--- src/rtl/uart_pkg.sv ---
// Shared UART definitions: transmitter state encoding, frame limits, idle line level
// and the parity helper used when UART_TX_PARITY_EN is defined.
package uart_pkg;

  typedef enum logic [2:0] {
    IDLE   = 3'd0,
    START  = 3'd1,
    DATA   = 3'd2,
    PARITY = 3'd3,
    STOP   = 3'd4
  } uart_tx_state_e;

  localparam int   UART_DATA_W_MAX = 8;
  localparam logic UART_IDLE_LVL   = 1'b1;

  // Even parity is the XOR of the data bits; odd parity is its complement.
  function automatic logic calc_parity(input logic [UART_DATA_W_MAX-1:0] data,
                                       input logic                       odd);
    return (^data) ^ odd;
  endfunction

endpackage

--- src/rtl/uart_baud.sv ---
// Baud generator shared by the UART receiver and transmitter: a x16 oversampling tick
// every cfg_div+1 clocks, a mid-bit strobe and an end-of-bit strobe every 16 ticks.
module uart_baud (
  input  logic        clk,
  input  logic        rst_b,
  input  logic [15:0] cfg_div,
  input  logic        clear,
  output logic        baud_sample_mid,
  output logic        baud_sample_16th
);

  logic [15:0] div_cnt;
  logic [3:0]  sub_cnt;
  logic        tick;

  assign tick             = (div_cnt == cfg_div);
  assign baud_sample_mid  = tick & (sub_cnt == 4'd7);
  assign baud_sample_16th = tick & (sub_cnt == 4'd15);

  // Divider and sub-bit counters; clear holds both at zero so a bit starts exactly on release.
  always_ff @(posedge clk) begin
    if (!rst_b || clear) begin
      div_cnt <= 16'd0;
      sub_cnt <= 4'd0;
    end else if (tick) begin
      div_cnt <= 16'd0;
      sub_cnt <= sub_cnt + 4'd1;
    end else begin
      div_cnt <= div_cnt + 16'd1;
      sub_cnt <= sub_cnt;
    end
  end

endmodule

--- src/rtl/uart_tx.sv ---
// UART transmitter: valid/ready byte intake, start + DATA_W bits LSb first + 1/2 stop bits.
// Define UART_TX_PARITY_EN to add the cfg_parity_odd port and a parity bit before the stop bits.
module uart_tx
  import uart_pkg::*;
#(
  parameter int DATA_W = 8
) (
  input  logic              clk,
  input  logic              rst_b,
  input  logic [15:0]       cfg_div,
  input  logic              cfg_txen,
  input  logic              cfg_nstop,
`ifdef UART_TX_PARITY_EN
  input  logic              cfg_parity_odd,
`endif
  input  logic              tx_valid,
  output logic              tx_ready,
  input  logic [DATA_W-1:0] tx_data,
  output logic              tx_busy,
  output logic              uart_txd
);

  localparam int CNT_W = (DATA_W > 1) ? $clog2(DATA_W) : 1;
  localparam logic [CNT_W-1:0] BIT_LAST = CNT_W'(DATA_W - 1);

  localparam logic [2:0] ST_IDLE   = IDLE;
  localparam logic [2:0] ST_START  = START;
  localparam logic [2:0] ST_DATA   = DATA;
  localparam logic [2:0] ST_PARITY = PARITY;
  localparam logic [2:0] ST_STOP   = STOP;

  logic [2:0]        state;
  logic [DATA_W-1:0] shreg;
  logic [CNT_W-1:0]  bit_cnt;
  logic              stop_cnt;
  logic              nstop_q;
  logic              accept;
  logic              bit_end;
  logic              baud_mid_unused;
`ifdef UART_TX_PARITY_EN
  logic              par_q;
`endif

  assign tx_ready = (state == ST_IDLE) & cfg_txen;
  assign accept   = tx_valid & tx_ready;

  uart_baud u_baud (
    .clk              (clk),
    .rst_b            (rst_b),
    .cfg_div          (cfg_div),
    .clear            (state == ST_IDLE),
    .baud_sample_mid  (baud_mid_unused),
    .baud_sample_16th (bit_end)
  );

  // Frame sequencer: the line is registered and always takes the value of the bit being entered.
  always_ff @(posedge clk) begin
    if (!rst_b) begin
      state    <= ST_IDLE;
      shreg    <= '0;
      bit_cnt  <= '0;
      stop_cnt <= 1'b0;
      nstop_q  <= 1'b0;
      tx_busy  <= 1'b0;
      uart_txd <= UART_IDLE_LVL;
`ifdef UART_TX_PARITY_EN
      par_q    <= 1'b0;
`endif
    end else begin
      case (state)
        ST_IDLE: begin
          bit_cnt  <= '0;
          stop_cnt <= 1'b0;
          if (accept) begin
            shreg    <= tx_data;
            nstop_q  <= cfg_nstop;
            state    <= ST_START;
            tx_busy  <= 1'b1;
            uart_txd <= 1'b0;
`ifdef UART_TX_PARITY_EN
            par_q    <= calc_parity(UART_DATA_W_MAX'(tx_data), cfg_parity_odd);
`endif
          end
        end
        ST_START: begin
          if (bit_end) begin
            state    <= ST_DATA;
            uart_txd <= shreg[0];
            shreg    <= shreg >> 1;
          end
        end
        ST_DATA: begin
          if (bit_end) begin
            if (bit_cnt == BIT_LAST) begin
`ifdef UART_TX_PARITY_EN
              state    <= ST_PARITY;
              uart_txd <= par_q;
`else
              state    <= ST_STOP;
              uart_txd <= UART_IDLE_LVL;
`endif
            end else begin
              bit_cnt  <= bit_cnt + CNT_W'(1);
              uart_txd <= shreg[0];
              shreg    <= shreg >> 1;
            end
          end
        end
`ifdef UART_TX_PARITY_EN
        ST_PARITY: begin
          if (bit_end) begin
            state    <= ST_STOP;
            uart_txd <= UART_IDLE_LVL;
          end
        end
`endif
        ST_STOP: begin
          if (bit_end) begin
            if (stop_cnt == nstop_q) begin
              state   <= ST_IDLE;
              tx_busy <= 1'b0;
            end else begin
              stop_cnt <= 1'b1;
            end
          end
        end
        default: begin
          state    <= ST_IDLE;
          tx_busy  <= 1'b0;
          uart_txd <= UART_IDLE_LVL;
        end
      endcase
    end
  end

endmodule
--- config.mk ---
export PLATFORM = sky130hd
export DESIGN_NAME = uart_tx
export DESIGN_NICKNAME = d
export VERILOG_FILES = /design/src/rtl/uart_pkg.sv /design/src/rtl/uart_baud.sv /design/src/rtl/uart_tx.sv
export SDC_FILE = /design/constraint.sdc
export NUM_CORES = 1
export LEC_CHECK = 0
export ABC_AREA = 1
export BUFFER_PORTS_ARGS = -buffer_cell sky130_fd_sc_hd__buf_2
export CAP_MARGIN = 20
export CORE_UTILIZATION = 61
export DETAILED_ROUTE_END_ITERATION = 6
export HOLD_SLACK_MARGIN = 0.12
export PLACE_DENSITY_LB_ADDON = 0.15
export SETUP_SLACK_MARGIN = 0.1
export SYNTH_ARGS = -nofsm -noshare
export SYNTH_HDL_FRONTEND = slang
export SYNTH_HIERARCHICAL = 1
export SYNTH_SLANG_ARGS = --single-unit
--- constraint.sdc ---
create_clock -name clk -period 2.9 [get_ports clk]
set_input_delay 0.29 -clock clk [delete_from_list [all_inputs] [get_ports clk]]
set_output_delay 0.29 -clock clk [all_outputs]
set_load 0.005 [all_outputs]
==> impl_metrics.toml <==
[floorplan]
dieArea_mm2 = 0.00396
die_h_um = 62.9
start_util_pct = 65.7
io_pins = 32
std_cell_rows = 21
coreArea_mm2 = 0.00344
fp.dieW_um = 62.9

[global_route]
antenna_found_initial = 0
gr-usage-met2_pct = 43.8
grt_pass1_vias = 2018
grt_start_max_net_pins = 17
grt_overflow = 0
grt_busiest_layer = "met2"
met1_usage_pct = 29.7
grt_pass1_wl_um = 7950
grtUsageMet3_pct = 5.47
grt_util_all_layers_pct = 24.6

[synthesis]
yosysWarnings = 6
avgSynthCellArea_um2 = 6.39
synth.cell_area_mm2 = 0.00226
synthCells = 354
syn_nets = 387

[cells_and_area]
drive_above_1_share_pct = 15.4
areaGrowthSynthToFinish_pct = 11.8
final_common_cell = "nand2_1"
final_cell_area_mm2 = 0.00253
nets = 421
antenna_cells = 0
final_cell_mix = "nand2_1 (100), nor2_1 (58), inv_1 (46), dfxtp_1 (38), buf_2 (31)"

[clock_network]
cts_buffers = 5
cts-root-buf = "clkbuf_8"
post_cts_buffers = 0
htreeDepth = 2
cts_tree = "yes"
clock-sinks = 38
cts_resized = 0
clock_path_buffers = 2
clk_pin_slew_ns = 0.07
worstSkewPairLatency_ns = 0.28
ctsHoldBuffers = 0

[sta]
rsz0062_at_grt = "no"
finalCriticalPeriod_ns = 2.14
period_share_pct = 73.8
fmax_ghz = 0.467
worst_pin_slew_ns = 0.453
fin_skew_ns = 0.00255
finalHoldViolCount = 0
tns_ns = 0
slew_headroom_pct = 69.5
setup_viol = 0
maxSlewViolCount = 0

[critical_path]
reg2reg_from = "u_baud/div_cnt[14]"
critPathLaunch = "u_baud/div_cnt[14]"
endpoint_kind = "flip-flop"
arrival_ns = 2.32
path_cells = "inv_1, nand2_1, nand2_1, nor2_1, nand2_1, nor2_4, nand4_1, nor2_1, inv_1, nand3_1, o21ai_1, nor2_1, nand3_1, nand2_1, nor2_1"
path_max_fanout = 7
crit_type = "flip-flop to flip-flop"
cp.required_ns = 3.08
start_kind = "flip-flop"
crit_slowest_cell = "dfxtp_1"
max_stage_delay_ns = 0.36

[detailed_routing]
routed_wl_um = 4480
drc = 0
ant_nets = 0
vias_per_cell = 5.06
vias = 2201
firstDrtPassIters = 4
drtIter0Drc = 105
wire_per_inst_um = 10.3

[hold_path]
hp-class = "primary input to flip-flop"
hold_start = "cfg_nstop"

[pwr]
p_per_area_mw_per_mm2 = 620
ir_worst_vdd_mv = 0.516
fin_total_pwr_uw = 1570
p_leak_uw = 0.00116

[placed_design]
placedInstanceArea_mm2 = 0.00244
hpwl_um = 3460
gp_congestion = 0.847
io_buffers = 31

[run_status]
status = "finished, final reports clean"

[job]
maxCapViolCount = 0
[critical path: cells and delay by family (launching register included)]
family | cells | cell delay (ns)
buffers and inverters | 2 | 0.22
AO/OA/AOI/OAI | 1 | 0.07
flip-flops | 1 | 0.36
AND/OR/NAND/NOR | 12 | 1.40
[metrics by stage]
step | worst slack [ns] | std cells | utilization (%) | hold slack [ns]
floorplan | 1.05 | 354 | - | 0.426
global placement | 0.815 | 427 | 70.8 | 0.447
detailed placement | 0.770 | 427 | 70.8 | 0.451
CTS | 0.759 | 435 | 73.5 | 0.283
global route | 0.516 | 435 | 73.5 | 0.284
finish | 0.760 | 435 | 73.5 | 0.278
[routing by layer]
metal / vias up / share of wire (%) / wire (um)
met5: - / 0 / 0
met2: 52 / 47 / 2120
met3: 2 / 4.3 / 193
li1: 1174 / - / -
met1: 973 / 48 / 2150
met4: 0 / 0.38 / 17
[state kept, by name, summed over array words and instances, names as in the netlist]
signal,count
u_baud/div_cnt,16
shreg,8
u_baud/sub_cnt,4
bit_cnt,3
state,3
nstop_q,1
stop_cnt,1
tx_busy,1
uart_txd,1
[cell type report]
cell class                      instances  area [um^2]
Clock inverter                          1         5.00
Clock buffer                            7         86.3
Multi-Input combinational cell        261         1270
Fill cell                             312          913
Timing Repair Buffer                   31          155
Sequential cell                        38          761
Inverter                               51          196
Tap cell                               46         57.6
[power breakdown]
part           internal [uW]  switching [uW]
Clock                    192             175
Sequential               591            59.4
Combinational            193             358
[worst paths after layout]
path | end | slack, ns | cells past startpoint
worst max register to register | state[2] | 0.76 | 15
worst max-delay path | state[2] | 0.76 | 15
worst min-delay path | nstop_q | 0.28 | 3
worst min register to register | tx_busy | 0.46 | 2
(Power assumes the default switching activity.)
